<file path="src/rtl/multdiv_unit.sv">
`default_nettype none
// ============================================================================
// Module   : multdiv_unit
// Purpose  : Iterative signed multiply (radix-2 Booth) / restoring divide unit.
// Revision : 1.0 - initial release
// ============================================================================
module multdiv_unit #(
  parameter int WIDTH    = 32,
  parameter int IR_WIDTH = 32
) (
  input  logic                clk,
  input  logic                reset,
  input  logic                ctrl_MULT,
  input  logic                ctrl_DIV,
  input  logic [WIDTH-1:0]    data_operandA,
  input  logic [WIDTH-1:0]    data_operandB,
  input  logic [IR_WIDTH-1:0] in_IR,
  output logic [WIDTH-1:0]    data_result,
  output logic                data_exception,
  output logic                data_resultRDY,
  output logic                busy,
  output logic [IR_WIDTH-1:0] out_IR
);

  localparam int CW = (WIDTH > 1) ? $clog2(WIDTH) : 1;
  localparam logic [CW-1:0]    c_LAST = CW'(WIDTH - 1);
  localparam logic [WIDTH-1:0] c_MIN  = {1'b1, {(WIDTH-1){1'b0}}};
  localparam logic [WIDTH-1:0] c_NEG1 = {WIDTH{1'b1}};

  typedef enum logic [1:0] {
    S_IDLE = 2'd0,
    S_RUN  = 2'd1,
    S_DONE = 2'd2
  } state_t;

  state_t          r_state;
  logic [CW-1:0]   r_cnt;
  logic            r_op_div;
  logic [WIDTH:0]  r_hi;
  logic [WIDTH-1:0] r_lo;
  logic            r_qm1;
  logic [WIDTH-1:0] r_m;
  logic            r_neg;
  logic            r_div0;
  logic            r_ovf;

  logic             w_start;
  logic [WIDTH-1:0] w_abs_a;
  logic [WIDTH-1:0] w_abs_b;
  logic [WIDTH:0]   w_m_ext;
  logic [WIDTH:0]   w_sum;
  logic [WIDTH:0]   w_rem_sh;
  logic [WIDTH:0]   w_diff;
  logic [WIDTH:0]   w_hi_nxt;
  logic [WIDTH-1:0] w_lo_nxt;
  logic             w_qm1_nxt;
  logic [WIDTH:0]   w_prod_top;
  logic             w_mul_ovf;
  logic [WIDTH-1:0] w_quot;
  logic [WIDTH-1:0] w_res_fin;
  logic             w_exc_fin;

  assign w_start = ctrl_MULT | ctrl_DIV;
  assign w_abs_a = data_operandA[WIDTH-1] ? (~data_operandA + 1'b1) : data_operandA;
  assign w_abs_b = data_operandB[WIDTH-1] ? (~data_operandB + 1'b1) : data_operandB;

  // One iteration of either datapath; r_hi carries a guard bit so Booth
  // add/subtract of the most-negative multiplicand cannot overflow.
  always_comb begin
    w_m_ext  = {r_m[WIDTH-1], r_m};
    w_sum    = r_hi;
    w_rem_sh = {r_hi[WIDTH-1:0], r_lo[WIDTH-1]};
    w_diff   = w_rem_sh - {1'b0, r_m};
    w_hi_nxt = r_hi;
    w_lo_nxt = r_lo;
    w_qm1_nxt = 1'b0;
    if (!r_op_div) begin
      case ({r_lo[0], r_qm1})
        2'b01:   w_sum = r_hi + w_m_ext;
        2'b10:   w_sum = r_hi - w_m_ext;
        default: w_sum = r_hi;
      endcase
      w_hi_nxt  = {w_sum[WIDTH], w_sum[WIDTH:1]};
      w_lo_nxt  = {w_sum[0], r_lo[WIDTH-1:1]};
      w_qm1_nxt = r_lo[0];
    end else if (!w_diff[WIDTH]) begin
      w_hi_nxt = w_diff;
      w_lo_nxt = {r_lo[WIDTH-2:0], 1'b1};
    end else begin
      w_hi_nxt = w_rem_sh;
      w_lo_nxt = {r_lo[WIDTH-2:0], 1'b0};
    end
  end

  assign w_prod_top = {w_hi_nxt[WIDTH-1:0], w_lo_nxt[WIDTH-1]};
  assign w_mul_ovf  = ~((&w_prod_top) | ~(|w_prod_top));
  assign w_quot     = r_neg ? (~w_lo_nxt + 1'b1) : w_lo_nxt;
  assign w_res_fin  = r_op_div ? (r_div0 ? {WIDTH{1'b0}} : w_quot) : w_lo_nxt;
  assign w_exc_fin  = r_op_div ? (r_div0 | r_ovf) : w_mul_ovf;

  always_ff @(posedge clk or negedge reset) begin
    if (!reset) begin
      r_state        <= S_IDLE;
      r_cnt          <= '0;
      r_op_div       <= 1'b0;
      r_hi           <= '0;
      r_lo           <= '0;
      r_qm1          <= 1'b0;
      r_m            <= '0;
      r_neg          <= 1'b0;
      r_div0         <= 1'b0;
      r_ovf          <= 1'b0;
      data_result    <= '0;
      data_exception <= 1'b0;
      data_resultRDY <= 1'b0;
      busy           <= 1'b0;
      out_IR         <= '0;
    end else begin
      case (r_state)
        S_IDLE, S_DONE: begin
          data_resultRDY <= 1'b0;
          if (w_start) begin
            r_state  <= S_RUN;
            busy     <= 1'b1;
            r_cnt    <= '0;
            r_op_div <= ~ctrl_MULT;
            r_hi     <= '0;
            r_qm1    <= 1'b0;
            out_IR   <= in_IR;
            r_neg    <= data_operandA[WIDTH-1] ^ data_operandB[WIDTH-1];
            r_div0   <= (data_operandB == '0);
            r_ovf    <= (data_operandA == c_MIN) && (data_operandB == c_NEG1);
            if (ctrl_MULT) begin
              r_lo <= data_operandB;
              r_m  <= data_operandA;
            end else begin
              r_lo <= w_abs_a;
              r_m  <= w_abs_b;
            end
          end else begin
            r_state <= S_IDLE;
          end
        end
        S_RUN: begin
          r_hi  <= w_hi_nxt;
          r_lo  <= w_lo_nxt;
          r_qm1 <= w_qm1_nxt;
          r_cnt <= r_cnt + 1'b1;
          if (r_cnt == c_LAST) begin
            r_state        <= S_DONE;
            busy           <= 1'b0;
            data_resultRDY <= 1'b1;
            data_result    <= w_res_fin;
            data_exception <= w_exc_fin;
          end
        end
        default: begin
          r_state        <= S_IDLE;
          busy           <= 1'b0;
          data_resultRDY <= 1'b0;
        end
      endcase
    end
  end

endmodule
`default_nettype wire

</file>
<file path="config.mk">
export PLATFORM = sky130hd
export DESIGN_NAME = multdiv_unit
export DESIGN_NICKNAME = d
export VERILOG_FILES = /design/src/rtl/multdiv_unit.sv
export SDC_FILE = /design/constraint.sdc
export NUM_CORES = 1
export LEC_CHECK = 0
export BUFFER_PORTS_ARGS = -buffer_cell sky130_fd_sc_hd__clkbuf_2
export CAP_MARGIN = 20
export CORE_UTILIZATION = 55
export CTS_CLUSTER_SIZE = 16
export DETAILED_ROUTE_END_ITERATION = 7
export PLACE_DENSITY = 0.78
export SYNTH_ARGS = -nofsm -noshare
export SYNTH_HDL_FRONTEND = slang
export SYNTH_SLANG_ARGS = --single-unit
export TNS_END_PERCENT = 100
</file>
<file path="constraint.sdc">
create_clock -name clk -period 5.8 [get_ports clk]
set_clock_uncertainty 0.2 [all_clocks]
set_input_delay 0.29 -clock clk [delete_from_list [all_inputs] [get_ports clk]]
set_output_delay 0.29 -clock clk [all_outputs]
set_load 0.1 [all_outputs]
</file>
After elaboration in Yosys (flattened, before gate mapping)
Index checks and enable logic that the tools add are counted.
Storage, ports and cells
  bits in registers: 176
  bits in latches: 0
  RAM bits: 0
  bits in read-only memories: 0
  input port bits: 100
  output and inout port bits: 67
  memories: 0
Cells by class
  add/subtract/negate cells: 7
  multiply operators: 0
  div/mod/pow operators: 0
  $lt $le $gt $ge: 0
  equality and inequality tests: 9
  shift-type cells: 0
  mux-type cells: 30
  bitwise operators: 10
  reduce and logical (&&, ||, !) cells: 11
Operators by type and width (number)
  2-to-1 mux 32 bit: 9
  one-hot mux 33 bit (2 select lines): 2
  2-to-1 mux 33 bit: 3
  adder 32 x 1 -> 32 bit, second input constant: 3
  NOT 32 bit: 3
  equality test 32 bit, second input constant: 2
  one-hot mux 32 bit (2 select lines): 1
  adder 33 bit: 1
  AND reduction 33 bit: 1
  OR reduction 33 bit: 1
  subtractor 33 x 32 -> 33 bit: 1
  subtractor 33 bit: 1
  logical NOT 32 bit: 1
  one-hot mux 5 bit (2 select lines): 1
  2-to-1 mux 1 bit: 9
  AND reduction 2 bit: 4
  adder 5 x 1 -> 5 bit, second input constant: 1
  equality test 5 bit, second input constant: 1
  2-to-1 mux 5 bit: 1
  equality test 2 x 1 -> 1 bit, second input constant: 2
  equality test 2 bit, second input constant: 2
  inequality test 2 bit, second input constant: 2
  one-hot mux 1 bit (2 select lines): 2
  one-hot mux 2 bit (2 select lines): 1
  other kinds (8): 12

Longest topological paths before layout
  word-level depth: 8
  gate-level depth with buffers: 27
  gate-level depth less buffers: 26

Worst setup path before layout
Ideal clock, no wire load.
  kind: register -> register
  start: register r_lo[31]
  end: register data_result[28]
  arrival: 5.117 ns
  setup slack: 0.354 ns
  stages on the path, launching flop included: 28
  buffers on the path: 1
  clock period less this slack: 5.446 ns
  path through: dfrtp_1 -> inv_1 -> ha_1 -> inv_1 -> fa_1 -> a211oi_2 -> o21a_1 -> o211ai_2 -> o21ai_1 -> a31oi_1 -> o21a_1 -> a21o_1 -> a21o_1 -> ha_1 -> clkinv_1 -> nor2_1 -> clkbuf_1 -> nor2_1 -> ha_1 -> o21ai_1 -> nand3b_1 -> or2_1 -> nand2b_1 -> or3_1 -> o31ai_1 -> xor2_1 -> a21oi_1 -> o21ai_1
Between the ends
  cells in the longest elaborated chain, start to end: 8
RTL lines
  from (decl): RTL line 40  | logic [WIDTH-1:0] r_lo;
  from (signal assigned): RTL line 134  | r_lo <= data_operandB;
  from (signal assigned): RTL line 137  | r_lo <= w_abs_a;
  from (signal assigned): RTL line 146  | r_lo <= w_lo_nxt;
  subtractor 33 x 32 -> 33 bit: RTL line 73  | w_diff = w_rem_sh - {1'b0, r_m};
  2-to-1 mux 1 bit: RTL line 86  | end else if (!w_diff[WIDTH]) begin
  2-to-1 mux 32 bit: RTL line 77  | if (!r_op_div) begin
  NOT 32 bit: RTL line 97  | assign w_quot = r_neg ? (~w_lo_nxt + 1'b1) : w_lo_nxt;
  adder 32 x 1 -> 32 bit: RTL line 97
  2-to-1 mux 32 bit: RTL line 97
  2-to-1 mux 32 bit (2 in series): RTL line 98  | assign w_res_fin = r_op_div ? (r_div0 ? {WIDTH{1'b0}} : w_quot) : w_lo_nxt;
  to (signal assigned): RTL line 153  | data_result <= w_res_fin;
  to (decl): RTL line 18  | output logic [WIDTH-1:0] data_result,
No other way between the ends.
A chain may end at the register's enable or synchronous reset.

Final worst setup path
  start: register r_lo[31]
  end: register data_exception
Between the ends
  cells in the longest elaborated chain, start to end: 8
RTL lines
  subtractor 33 x 32 -> 33 bit: RTL line 73
  2-to-1 mux 33 bit *: RTL line 86
  2-to-1 mux 33 bit *: RTL line 77
  OR reduction 33 bit: RTL line 96  | assign w_mul_ovf = ~((&w_prod_top) | ~(|w_prod_top));
  NOT 1 bit: RTL line 96
  bitwise OR 1 bit *: RTL line 96
  NOT 1 bit *: RTL line 96
  2-to-1 mux 1 bit *: RTL line 99  | assign w_exc_fin = r_op_div ? (r_div0 | r_ovf) : w_mul_ovf;
  to (signal assigned): RTL line 154  | data_exception <= w_exc_fin;
  to (decl): RTL line 19  | output logic data_exception,
Mark *: on every way between the ends. The rest lies on a longest branch, timed or not.

==> results.md <==
- Status: completed
- Final min period: 5.67 ns
- Fin cells: 2742
- WP data arrival: 5.81 ns
- Cell taking the most area after synthesis: dfrtp_1
- Drt drc: 0
- Async S/R FF share, synth: 100%
- Gr usage total: 39.1%
- DIE WIDTH: 173 um
- WS Path Type: flop to flop
- Layout area overhead: 15.8%
- Max stage delay on crit path: 0.61 ns
- Die area: 30000 sq um
- Number of fillers in the final layout: 2539
- Yosys cell types: 93
- CP Launch Type: flop
- EDFF count, synth: 0
- Slew Limit Fails: 0
- WP data required: 5.94 ns
- Slew headroom: 25.8%
- Largest cells by area after synthesis: dfrtp_1 (27%), nand2_1 (8.8%), o21ai_0 (5.9%)
- Core area: 28800 sq um
- Iteration-0 DRC Markers: 1908
- TritonCTS buffer count: 17
- Min-Delay Path Class: primary input to flop
- # setup viols final: 0
- Worst-Skew Late Latency: 0.45 ns
- Max clock buf depth: 2
- Worst-Margin Slew: 1.11 ns
- Mapped Cells: 2170
- Most frequent cells in the layout: nand2_1 (376), o21ai_0 (190), a21oi_1 (182)
- H-tree Lvls: 4
- Clock Pin Slew Worst Setup and Hold Paths: 0.08 ns
- Synth Area per Inst: 7.43 sq um
- Top FF cell, synth: dfrtp_1
- Most common cell after layout, fill and taps aside: nand2_1
- Post-Place Cells: 2669
- Yosys warns: 0
- Initial DRT Pass Iterations: 8
- PortBufs: 166
- Cell at the slowest stage of the critical path: or4_1
- Max_cap viols: 0
- Final hold vios: 0
- Initial Utilization: 56.0%
- DP Area: 17600 sq um
- Grt ovf: 0
- Via count: 17.7k
- Wirelength per Cell: 21.6 um
- Gate family responsible for the most delay along the worst path: compound AO/OA/AOI/OAI gates
- Fin area: 18700 sq um
- Height of the die: 173 um
- Drt via density: 6.45
- Synthesized area: 16100 sq um
- Hold Slack: 0.0323 ns
- Post-DP HPWL: 43800 um
- Hold-critical path depth: 3
- IO Count: 167
- Seq/Total Area, Yosys: 27.2%
- Critical path buffers and inverters: 3
- FF+latch count, synth: 175
- R2R depth: 23
- RePlAce Congestion: 1.06
- Critical-path cell list: inv_1, ha_1, inv_1, fa_2, a211oi_2, o21a_1, o211ai_2, o21ai_2, a31oi_2, o21a_1, a21o_1, a21o_1, ha_4, buf_4, nand3_1, o21ai_0, a2111oi_0, nand3_1, nor4_2, nand4_1, or4_1, o32ai_1, nor2_1
- Vias in the first global route: 16.6k
- # clock sinks: 175
- Register area: 4380 sq um
- Antenna Nets Post-Route: 0
- Initial antenna violation count: 3
- Global-route wire length before repair: 92300 um
- Largest net degree at the start of global routing: 118
- Final worst path period share: 97.7%
- CTS tree: done
- CTS Root Cell: clkbuf_16
- Fmax: 176 MHz
- Drt total wl: 59200 um
- Nets: 2517
- Area of the multi-input gates: 11000 sq um
- Crit end category: flop
- Crit-path max FO: 9
- Syn Nets: 2345
- Crit. path cell count: 23
- # rows: 62
- Fin util: 64.9%
- Layout cells sized above 1: 15.9%
- Synth top area share: 27.2%
==> flip-flops by register name, summed over array words and instances, names as in the netlist <==
name and count:
data_resultRDY 1, r_cnt 5, out_IR 32, r_hi 33
r_m 32, data_exception 1, data_result 32, r_qm1 1
r_lo 32, r_div0 1, busy 1, r_ovf 1
r_op_div 1, r_state 1, r_neg 1
==> kinds of logic (layout without fill, tap and decap cells) <==
kind of cell               count (synthesis)  after routing  share of synthesized area (%)
AOI/OAI and AO/OA                        670            670                           26.4
xor gates and xnor gates                 132            132                           7.17
adders and majority gates                 75             75                           5.92
buffers and inverters                    215            400                           5.19
DFF                                      175            175                           27.2
muxes                                     47             47                           3.04
other                                      0              3                              0
and+or+nand+nor                          856            856                           25.1
==> synthesized netlist by cell type (all sizes together) (11+ instances only) <==
| cell | number |
|---|---|
| nor2b | 36 |
| xnor2 | 66 |
| o41ai | 12 |
| inv | 69 |
| o22ai | 11 |
| o221ai | 26 |
| nand2 | 378 |
| nor2 | 144 |
| a31oi | 21 |
| o21a | 18 |
| nor3b | 13 |
| o31ai | 27 |
| a21o | 34 |
| buf | 39 |
| nand2b | 20 |
| or4 | 19 |
| nor4 | 25 |
| xor2 | 66 |
| mux2 | 15 |
| o21ai | 216 |
| nand4 | 27 |
| or3 | 23 |
| a21oi | 185 |
| nand3 | 79 |
| clkbuf | 104 |
| nor3 | 51 |
| o211ai | 17 |
| dfrtp | 175 |
| a211oi | 16 |
| ha | 73 |
| mux2i | 32 |
==> layout make-up <==
type | instances | share of cell area, %
clock inverters | 12 | 0.664
well taps | 384 | 2.57
repair buffers | 296 | 10.4
diodes | 3 | 0.0402
multi-input cells | 1780 | 59.0
clock buffers | 20 | 2.39
flip-flops and latches | 175 | 23.5
inverters | 72 | 1.45
==> worst min-delay path, cell delays in order <==
cell,delay [ns]
clkbuf_2,0.13
a21oi_1,0.13
o21ai_0,0.08
==> what timing repair did <==
item,in CTS,in global routing
endpoints found under the hold margin,148,0
hold buffers,33,0
setup endpoints to repair,4,9
resized for setup,3,16
pin swaps,0,15
setup buffers,0,4
==> metrics by stage <==
stage               setup WS [ns]  setup TNS [ns]
floorplan                   0.354               0
global placement          -0.0216         -0.0216
detailed placement        -0.0702         -0.0702
CTS                       0.00388               0
global route              -0.0713         -0.0762
finish                      0.131               0
==> final timing paths <==
| path | from | endpoint | slack [ns] |
|---|---|---|---|
| setup / recovery | r_lo[31] | data_exception | 0.13 |
| hold / removal | data_operandA[28] | r_m[28] | 0.03 |
| setup reg to reg | r_lo[31] | data_exception | 0.13 |
| hold reg to reg | out_IR[3] | out_IR[3] | 0.28 |
| max in group asynchronous | reset | r_m[1] | 3.63 |
| min in group asynchronous | reset | r_cnt[3] | 0.30 |
==> metal layers <==
metal  GRT usage (%)  up-vias  part of all wire, %
met4            14.9        2                  4.2
met5               0        -                0.022
met1            53.4     8401                   41
li1                -     8157                    -
met2            61.9      940                   45
met3            6.82      177                  9.2
Power is not shown: default switching activity piles up to over one toggle a cycle in this logic, so the estimate is an artifact.
